`src/rtl/ll_req_sequencer_pkg.sv`:
```
// ============================================================================
// param_types : shared list types plus the sequencer command/state types
// Rev 1.0
// ============================================================================
`default_nettype none

package param_types;

  localparam int PTR_WD     = 4;
  localparam int WR_DATA_WD = 8;

  typedef enum logic [1:0] {
    REQ_PUSH,
    REQ_POP,
    REQ_READ,
    REQ_WRITE
  } t_req_types;

  typedef enum logic [1:0] {
    RESP_NONE,
    RESP_OK,
    RESP_EMPTY,
    RESP_ERR
  } t_resp_types;

  typedef enum logic [1:0] {
    IDLE,
    ISSUE,
    WAIT_RESP,
    HOLD
  } t_seq_state;

  typedef struct packed {
    t_req_types              req_type;
    logic [PTR_WD-1:0]       pos;
    logic [WR_DATA_WD-1:0]   data;
  } t_cmd;

endpackage

`default_nettype wire

```
`src/rtl/ll_req_sequencer_cmd_fifo.sv`:
```
// ============================================================================
// ll_cmd_fifo : synchronous command FIFO, power-of-two depth, wrapping pointers
// Rev 1.0
// ============================================================================
`default_nettype none

module ll_cmd_fifo
  import param_types::*;
#(
  parameter int DEPTH = 4
) (
  input  logic                     clk,
  input  logic                     reset_n,
  input  logic                     push,
  input  t_cmd                     push_cmd,
  input  logic                     pop,
  output t_cmd                     head,
  output logic [$clog2(DEPTH):0]   count,
  output logic                     full,
  output logic                     empty
);

  localparam int AW = $clog2(DEPTH);
  localparam int CW = AW + 1;

  t_cmd             r_mem [DEPTH];
  logic [AW-1:0]    r_wr_ptr;
  logic [AW-1:0]    r_rd_ptr;
  logic [CW-1:0]    r_count;
  logic             w_push;
  logic             w_pop;

  assign w_push = push & ~full;
  assign w_pop  = pop & ~empty;

  always_ff @(posedge clk or posedge reset_n) begin
    if (reset_n) begin
      r_wr_ptr <= '0;
      r_rd_ptr <= '0;
      r_count  <= '0;
    end else begin
      if (w_push) r_wr_ptr <= r_wr_ptr + AW'(1);
      if (w_pop)  r_rd_ptr <= r_rd_ptr + AW'(1);
      case ({w_push, w_pop})
        2'b10:   r_count <= r_count + CW'(1);
        2'b01:   r_count <= r_count - CW'(1);
        default: r_count <= r_count;
      endcase
    end
  end

  // Storage is not reset; the top masks the head whenever no request is shown.
  always_ff @(posedge clk) begin
    if (w_push) r_mem[r_wr_ptr] <= push_cmd;
  end

  assign head  = r_mem[r_rd_ptr];
  assign count = r_count;
  assign full  = (r_count == CW'(DEPTH));
  assign empty = (r_count == '0);

endmodule

`default_nettype wire

```
`src/rtl/ll_req_sequencer.sv`:
```
// ============================================================================
// ll_req_sequencer : buffers host commands and issues them one at a time to
// the linked list, returning each response (or a timeout) to the host.
// Rev 1.0
// ============================================================================
`default_nettype none

module ll_req_sequencer
  import param_types::*;
#(
  parameter int DEPTH   = 4,
  parameter int TIMEOUT = 64,
  parameter int CNT_WD  = 8
) (
  input  logic                    clk,
  input  logic                    reset_n,
  input  logic                    host_cmd_vld,
  output logic                    host_cmd_rdy,
  input  t_req_types              host_cmd_type,
  input  logic [PTR_WD-1:0]       host_cmd_pos,
  input  logic [WR_DATA_WD-1:0]   host_cmd_data,
  output logic                    req_vld,
  output t_req_types              req_type,
  output logic [PTR_WD-1:0]       req_pos,
  output logic [WR_DATA_WD-1:0]   req_data,
  input  logic                    intf_ready,
  input  logic                    resp_vld,
  input  t_resp_types             resp_type,
  input  logic [WR_DATA_WD-1:0]   resp_data,
  input  logic                    resp_data_vld,
  output logic                    resp_taken,
  output logic                    host_rsp_vld,
  input  logic                    host_rsp_rdy,
  output t_resp_types             host_rsp_type,
  output logic [WR_DATA_WD-1:0]   host_rsp_data,
  output logic                    host_rsp_data_vld,
  output logic                    host_rsp_timeout,
  output logic [CNT_WD-1:0]       drop_cnt
);

  localparam int              CW           = $clog2(DEPTH) + 1;
  localparam int              TW           = (TIMEOUT > 1) ? $clog2(TIMEOUT) : 1;
  localparam logic [TW-1:0]   C_TIMER_LAST = TW'(TIMEOUT - 1);

  t_seq_state                 r_state;
  t_seq_state                 w_state_nxt;
  t_cmd                       w_push_cmd;
  t_cmd                       w_head;
  logic [CW-1:0]              w_count;
  logic                       w_full;
  logic                       w_empty;
  logic                       w_push;
  logic                       w_pop;
  logic                       w_capture;
  logic                       w_expire;
  logic                       w_clr_timer;
  logic                       w_drop;
  logic [TW-1:0]              r_timer;
  t_resp_types                r_rsp_type;
  logic [WR_DATA_WD-1:0]      r_rsp_data;
  logic                       r_rsp_data_vld;
  logic                       r_rsp_timeout;
  logic [CNT_WD-1:0]          r_drop_cnt;

  always_comb begin
    w_push_cmd          = '0;
    w_push_cmd.req_type = host_cmd_type;
    w_push_cmd.pos      = host_cmd_pos;
    w_push_cmd.data     = host_cmd_data;
  end

  assign host_cmd_rdy = (w_count < CW'(DEPTH));
  assign w_push       = host_cmd_vld & ~w_full;

  ll_cmd_fifo #(
    .DEPTH    (DEPTH)
  ) u_cmd_fifo (
    .clk      (clk),
    .reset_n  (reset_n),
    .push     (w_push),
    .push_cmd (w_push_cmd),
    .pop      (w_pop),
    .head     (w_head),
    .count    (w_count),
    .full     (w_full),
    .empty    (w_empty)
  );

  always_ff @(posedge clk or posedge reset_n) begin
    if (reset_n) r_state <= IDLE;
    else         r_state <= w_state_nxt;
  end

  always_comb begin
    w_state_nxt = r_state;
    w_pop       = 1'b0;
    w_clr_timer = 1'b0;
    w_capture   = 1'b0;
    w_expire    = 1'b0;
    case (r_state)
      IDLE: begin
        if (!w_empty) w_state_nxt = ISSUE;
      end
      ISSUE: begin
        if (intf_ready) begin
          w_pop       = 1'b1;
          w_clr_timer = 1'b1;
          w_state_nxt = WAIT_RESP;
        end
      end
      WAIT_RESP: begin
        // A real response arriving on the expiry cycle takes priority.
        if (resp_vld) begin
          w_capture   = 1'b1;
          w_state_nxt = HOLD;
        end else if (r_timer == C_TIMER_LAST) begin
          w_expire    = 1'b1;
          w_state_nxt = HOLD;
        end
      end
      HOLD: begin
        if (host_rsp_rdy) w_state_nxt = IDLE;
      end
      default: w_state_nxt = IDLE;
    endcase
  end

  always_ff @(posedge clk or posedge reset_n) begin
    if (reset_n) begin
      r_timer <= '0;
    end else if (w_clr_timer) begin
      r_timer <= '0;
    end else if (r_state == WAIT_RESP) begin
      r_timer <= r_timer + TW'(1);
    end
  end

  always_ff @(posedge clk or posedge reset_n) begin
    if (reset_n) begin
      r_rsp_type     <= RESP_NONE;
      r_rsp_data     <= '0;
      r_rsp_data_vld <= 1'b0;
      r_rsp_timeout  <= 1'b0;
    end else if (w_capture) begin
      r_rsp_type     <= resp_type;
      r_rsp_data     <= resp_data;
      r_rsp_data_vld <= resp_data_vld;
      r_rsp_timeout  <= 1'b0;
    end else if (w_expire) begin
      r_rsp_type     <= RESP_NONE;
      r_rsp_data     <= '0;
      r_rsp_data_vld <= 1'b0;
      r_rsp_timeout  <= 1'b1;
    end
  end

  // Responses outside WAIT_RESP belong to no outstanding request.
  assign w_drop = resp_vld & (r_state != WAIT_RESP);

  always_ff @(posedge clk or posedge reset_n) begin
    if (reset_n) begin
      r_drop_cnt <= '0;
    end else if (w_drop && (r_drop_cnt != {CNT_WD{1'b1}})) begin
      r_drop_cnt <= r_drop_cnt + CNT_WD'(1);
    end
  end

  assign req_vld           = (r_state == ISSUE);
  assign req_type          = req_vld ? w_head.req_type : REQ_PUSH;
  assign req_pos           = req_vld ? w_head.pos      : '0;
  assign req_data          = req_vld ? w_head.data     : '0;
  assign resp_taken        = resp_vld & ~reset_n;
  assign host_rsp_vld      = (r_state == HOLD);
  assign host_rsp_type     = r_rsp_type;
  assign host_rsp_data     = r_rsp_data;
  assign host_rsp_data_vld = r_rsp_data_vld;
  assign host_rsp_timeout  = r_rsp_timeout;
  assign drop_cnt          = r_drop_cnt;

endmodule

`default_nettype wire

```
`config.mk`:
```
export PLATFORM = sky130hd
export DESIGN_NAME = ll_req_sequencer
export DESIGN_NICKNAME = d
export VERILOG_FILES = /design/src/rtl/ll_req_sequencer_pkg.sv /design/src/rtl/ll_req_sequencer_cmd_fifo.sv /design/src/rtl/ll_req_sequencer.sv
export SDC_FILE = /design/constraint.sdc
export NUM_CORES = 1
export LEC_CHECK = 0
export BUFFER_PORTS_ARGS = -buffer_cell sky130_fd_sc_hd__buf_2
export CAP_MARGIN = 20
export CORE_MARGIN = 10
export CORE_UTILIZATION = 50
export CTS_BUF_LIST = sky130_fd_sc_hd__clkbuf_16
export CTS_CLUSTER_SIZE = 28
export DETAILED_ROUTE_END_ITERATION = 12
export MAX_ROUTING_LAYER = met4
export PLACE_DENSITY = 0.79
export SYNTH_ARGS = -nofsm -noshare
export SYNTH_HDL_FRONTEND = slang
export SYNTH_HIERARCHICAL = 1
export SYNTH_SLANG_ARGS = --single-unit
export TNS_END_PERCENT = 5
```
`constraint.sdc`:
```
create_clock -name clk -period 3.4 [get_ports clk]
set_clock_uncertainty 0.15 [all_clocks]
set_input_delay 0 -clock clk [delete_from_list [all_inputs] [get_ports clk]]
set_output_delay 0 -clock clk [all_outputs]
set_load 0.005 [all_outputs]
```
==> results.ini <==
[logic_synthesis]
synth-seq-cells = 91
async_reset_ff_frac = 0.385
synth-edff-count = 56
synth_cells = 269
ys_warn_count = 6
synth_nets = 312
ys_dominant_reg_cell = edfxtp_1
syn-cell-area_um2 = 3990
yosysSeqAreaShare = 0.642
syn_area_per_cell_um2 = 14.8
ys_types = 46

[routing]
routed_wl_um = 8320
wl_per_cell_um = 17.5
via_per_inst = 5.30
antenna_left = 0
route.detailed.drc = 0
dr.max_layer_used = met4
via_count = 2517
drt-met1-wl_um = 3610
first_pass_iters = 4
wl_met2_um = 3970
drt_iter0_drc = 137
route.met3.wl_um = 538

[place]
place_ws_ps = 891
dp.final_hpwl_um = 5200
gp_congestion = 0.833
post_dp_cell_area_um2 = 4390
port_buffers = 68
dp.cells = 431

[clocking]
cts_resized = 0
root_buffer = clkbuf_16
cts_made_buffers = 9
clockBufferDepth = 2
numClockSinks = 91
clk_latency_ps = 330
tritoncts = yes
clk_pin_slew_worst_paths_ps = 60
htreeDepth = 3
postCtsSetupRepairBufs = 0

[critical_path]
crit_path_start_kind = register
worstSetupPathType = reg -> reg
worstReg2RegEnd = u_cmd_fifo/count[2]
worstPathMaxFanout = 7
worstPathArrival_ps = 2650
r2r_cells = 10
rr_startpoint = r_state[1]
crit_end = u_cmd_fifo/count[2]
cp-end-kind = register
r2r_slack_ps = 850
startpoint = r_state[1]
worstPathRequired_ps = 3500

[sta]
final.period_utilization = 0.750
final_max_slew_viol_count = 0
timing.hold.ws_ps = -9.00
fin_ws_ps = 851
worst_pin_slew_ps = 920
tns_ps = 0
rsz0062_at_grt = false
finalHoldViolCount = 4
setup_viol = 0
fmax_mhz = 392
period_needed_ps = 2550
slew-limit-headroom = 0.387

[finish]
layout.nets = 411
final_cell_area_um2 = 5000
fillCellCount = 536
layout_commonest_cell = buf_2
layout-drive-gt1-share = 0.273
final_cells = 475
multi_input_area_um2 = 1310
layout-area-overhead-vs-synth_pct = 25.5
register_area_um2 = 2560
final_cell_mix = 68 x buf_2, 56 x edfxtp_1, 35 x dfrtp_1, 29 x nand2_1, 27 x dlygate4sd3_1
diodes = 0

[power]
leakage_nw = 2.10
power.density_nw_per_um2 = 816
ir_drop_uv = 518

[grt]
grt_usage = 0.148
grt_max_degree = 29
grt_pass1_wl_um = 13300
antenna_found_initial = 0
grt_overflow = 0
grt_pass1_vias = 2643

[worst_hold_path]
min_path_type = in -> async

[floorplanning]
dieHeight_um = 109
die_w_um = 109
rows = 32
fp.dieArea_um2 = 11900
core-area_um2 = 7730
start_util = 0.516
io_pins = 69

[job]
maxCapViolCount = 0

[status]
failed_checks = negative hold slack
status = finished, violations left

==> power breakdown <==
part / internal [W] / total (W) / switching, W
registers: 0.00151 / 0.00180 / 0.000294
clock network: 0.000589 / 0.00102 / 0.000431
logic: 0.000648 / 0.00126 / 0.000608
total: 0.00275 / 0.00408 / 0.00133
==> metrics by stage <==
stage | utilization | power (W)
global placement | 0.568 | 0.00299
detailed placement | 0.568 | 0.00305
floorplan | - | 0.00262
CTS | 0.644 | 0.00410
global route | 0.647 | 0.00435
finish | 0.647 | 0.00408
==> cell families (layout without fill, tap and decap cells) <==
group | Yosys count | count (layout) | synth area share
flops | 91 | 91 | 0.642
simple gates | 83 | 83 | 0.114
compound gates | 30 | 30 | 0.0474
mux | 21 | 21 | 0.105
buf+inv | 21 | 125 | 0.0289
fa+ha+maj | 12 | 12 | 0.0396
xor+xnor | 11 | 11 | 0.0242
==> state kept, by name (all words and copies together) (netlist names) <==
| signal | count |
|---|---|
| u_cmd_fifo/r_rd_ptr | 2 |
| u_cmd_fifo/count | 3 |
| r_state | 2 |
| drop_cnt | 8 |
| u_cmd_fifo/r_wr_ptr | 2 |
| r_timer | 6 |
| u_cmd_fifo/r_mem | 56 |
| host_rsp_data | 8 |
| host_rsp_data_vld | 1 |
| host_rsp_type | 2 |
| host_rsp_timeout | 1 |
==> area by class of cell <==
class                      instances  share of cell area
sequential                        91               0.511
multi-input combinational        157               0.262
timing repair buffer              97               0.129
clock buffer                       9              0.0450
tap                              102              0.0255
clock inverter                     7              0.0175
inverter                          12             0.00901
==> layer usage <==
layer	vias to the layer above	global-route usage
met4	0	0.0613
met5	-	-
met2	72	0.236
met1	1243	0.173
met3	16	0.0431
li1	1186	-
==> Yosys cell counts (2+ instances only) <==
| master | count | area, um2 |
|---|---|---|
| mux2i_1 | 3 | 30.0 |
| buf_6 | 2 | 22.5 |
| o21a_1 | 2 | 15.0 |
| nor3_1 | 2 | 10.0 |
| a31oi_1 | 4 | 25.0 |
| mux2_2 | 3 | 33.8 |
| edfxtp_1 | 56 | 1680 |
| mux4_1 | 6 | 158 |
| nor2_1 | 8 | 30.0 |
| nand3_1 | 2 | 10.0 |
| o21ai_0 | 13 | 65.1 |
| xnor2_1 | 5 | 43.8 |
| nand4_1 | 4 | 25.0 |
| nor2b_1 | 3 | 18.8 |
| xor2_1 | 6 | 52.6 |
| nand2b_1 | 4 | 25.0 |
| ha_1 | 11 | 138 |
| mux4_2 | 8 | 180 |
| dfrtp_1 | 35 | 876 |
| and2_1 | 20 | 125 |
| buf_2 | 4 | 20.0 |
| o211ai_1 | 2 | 15.0 |
| inv_1 | 12 | 45.0 |
| clkbuf_1 | 2 | 7.51 |
| and3_1 | 3 | 18.8 |
| nand2_1 | 29 | 109 |
==> critical path: stages, from the launching register on <==
cell,delay [ps]
dfrtp_1,400
inv_1,130
ha_1,190
and2_1,270
o31a_1,260
ha_1,210
inv_1,60
fa_1,380
xor2_1,150
nor2_1,110
xor2_1,160
==> timing repair <==
action	in CTS	in global routing
hold endpoints to repair	106	0
hold buffers	27	0
endpoints found under the setup margin	0	0
==> worst min-delay path by stage <==
stage	endpoint	from	cells after the start	slack, ps
detailed placement	u_cmd_fifo/count[2]	reset_n	2	-180
floorplan	u_cmd_fifo/count[0]	reset_n	1	-350
CTS	u_cmd_fifo/r_wr_ptr[0]	reset_n	3	8
global route	drop_cnt[6]	reset_n	3	3
finish	drop_cnt[6]	reset_n	3	-9
global placement	u_cmd_fifo/count[0]	reset_n	2	-180
Note: power is estimated with default switching activity, not from simulation.
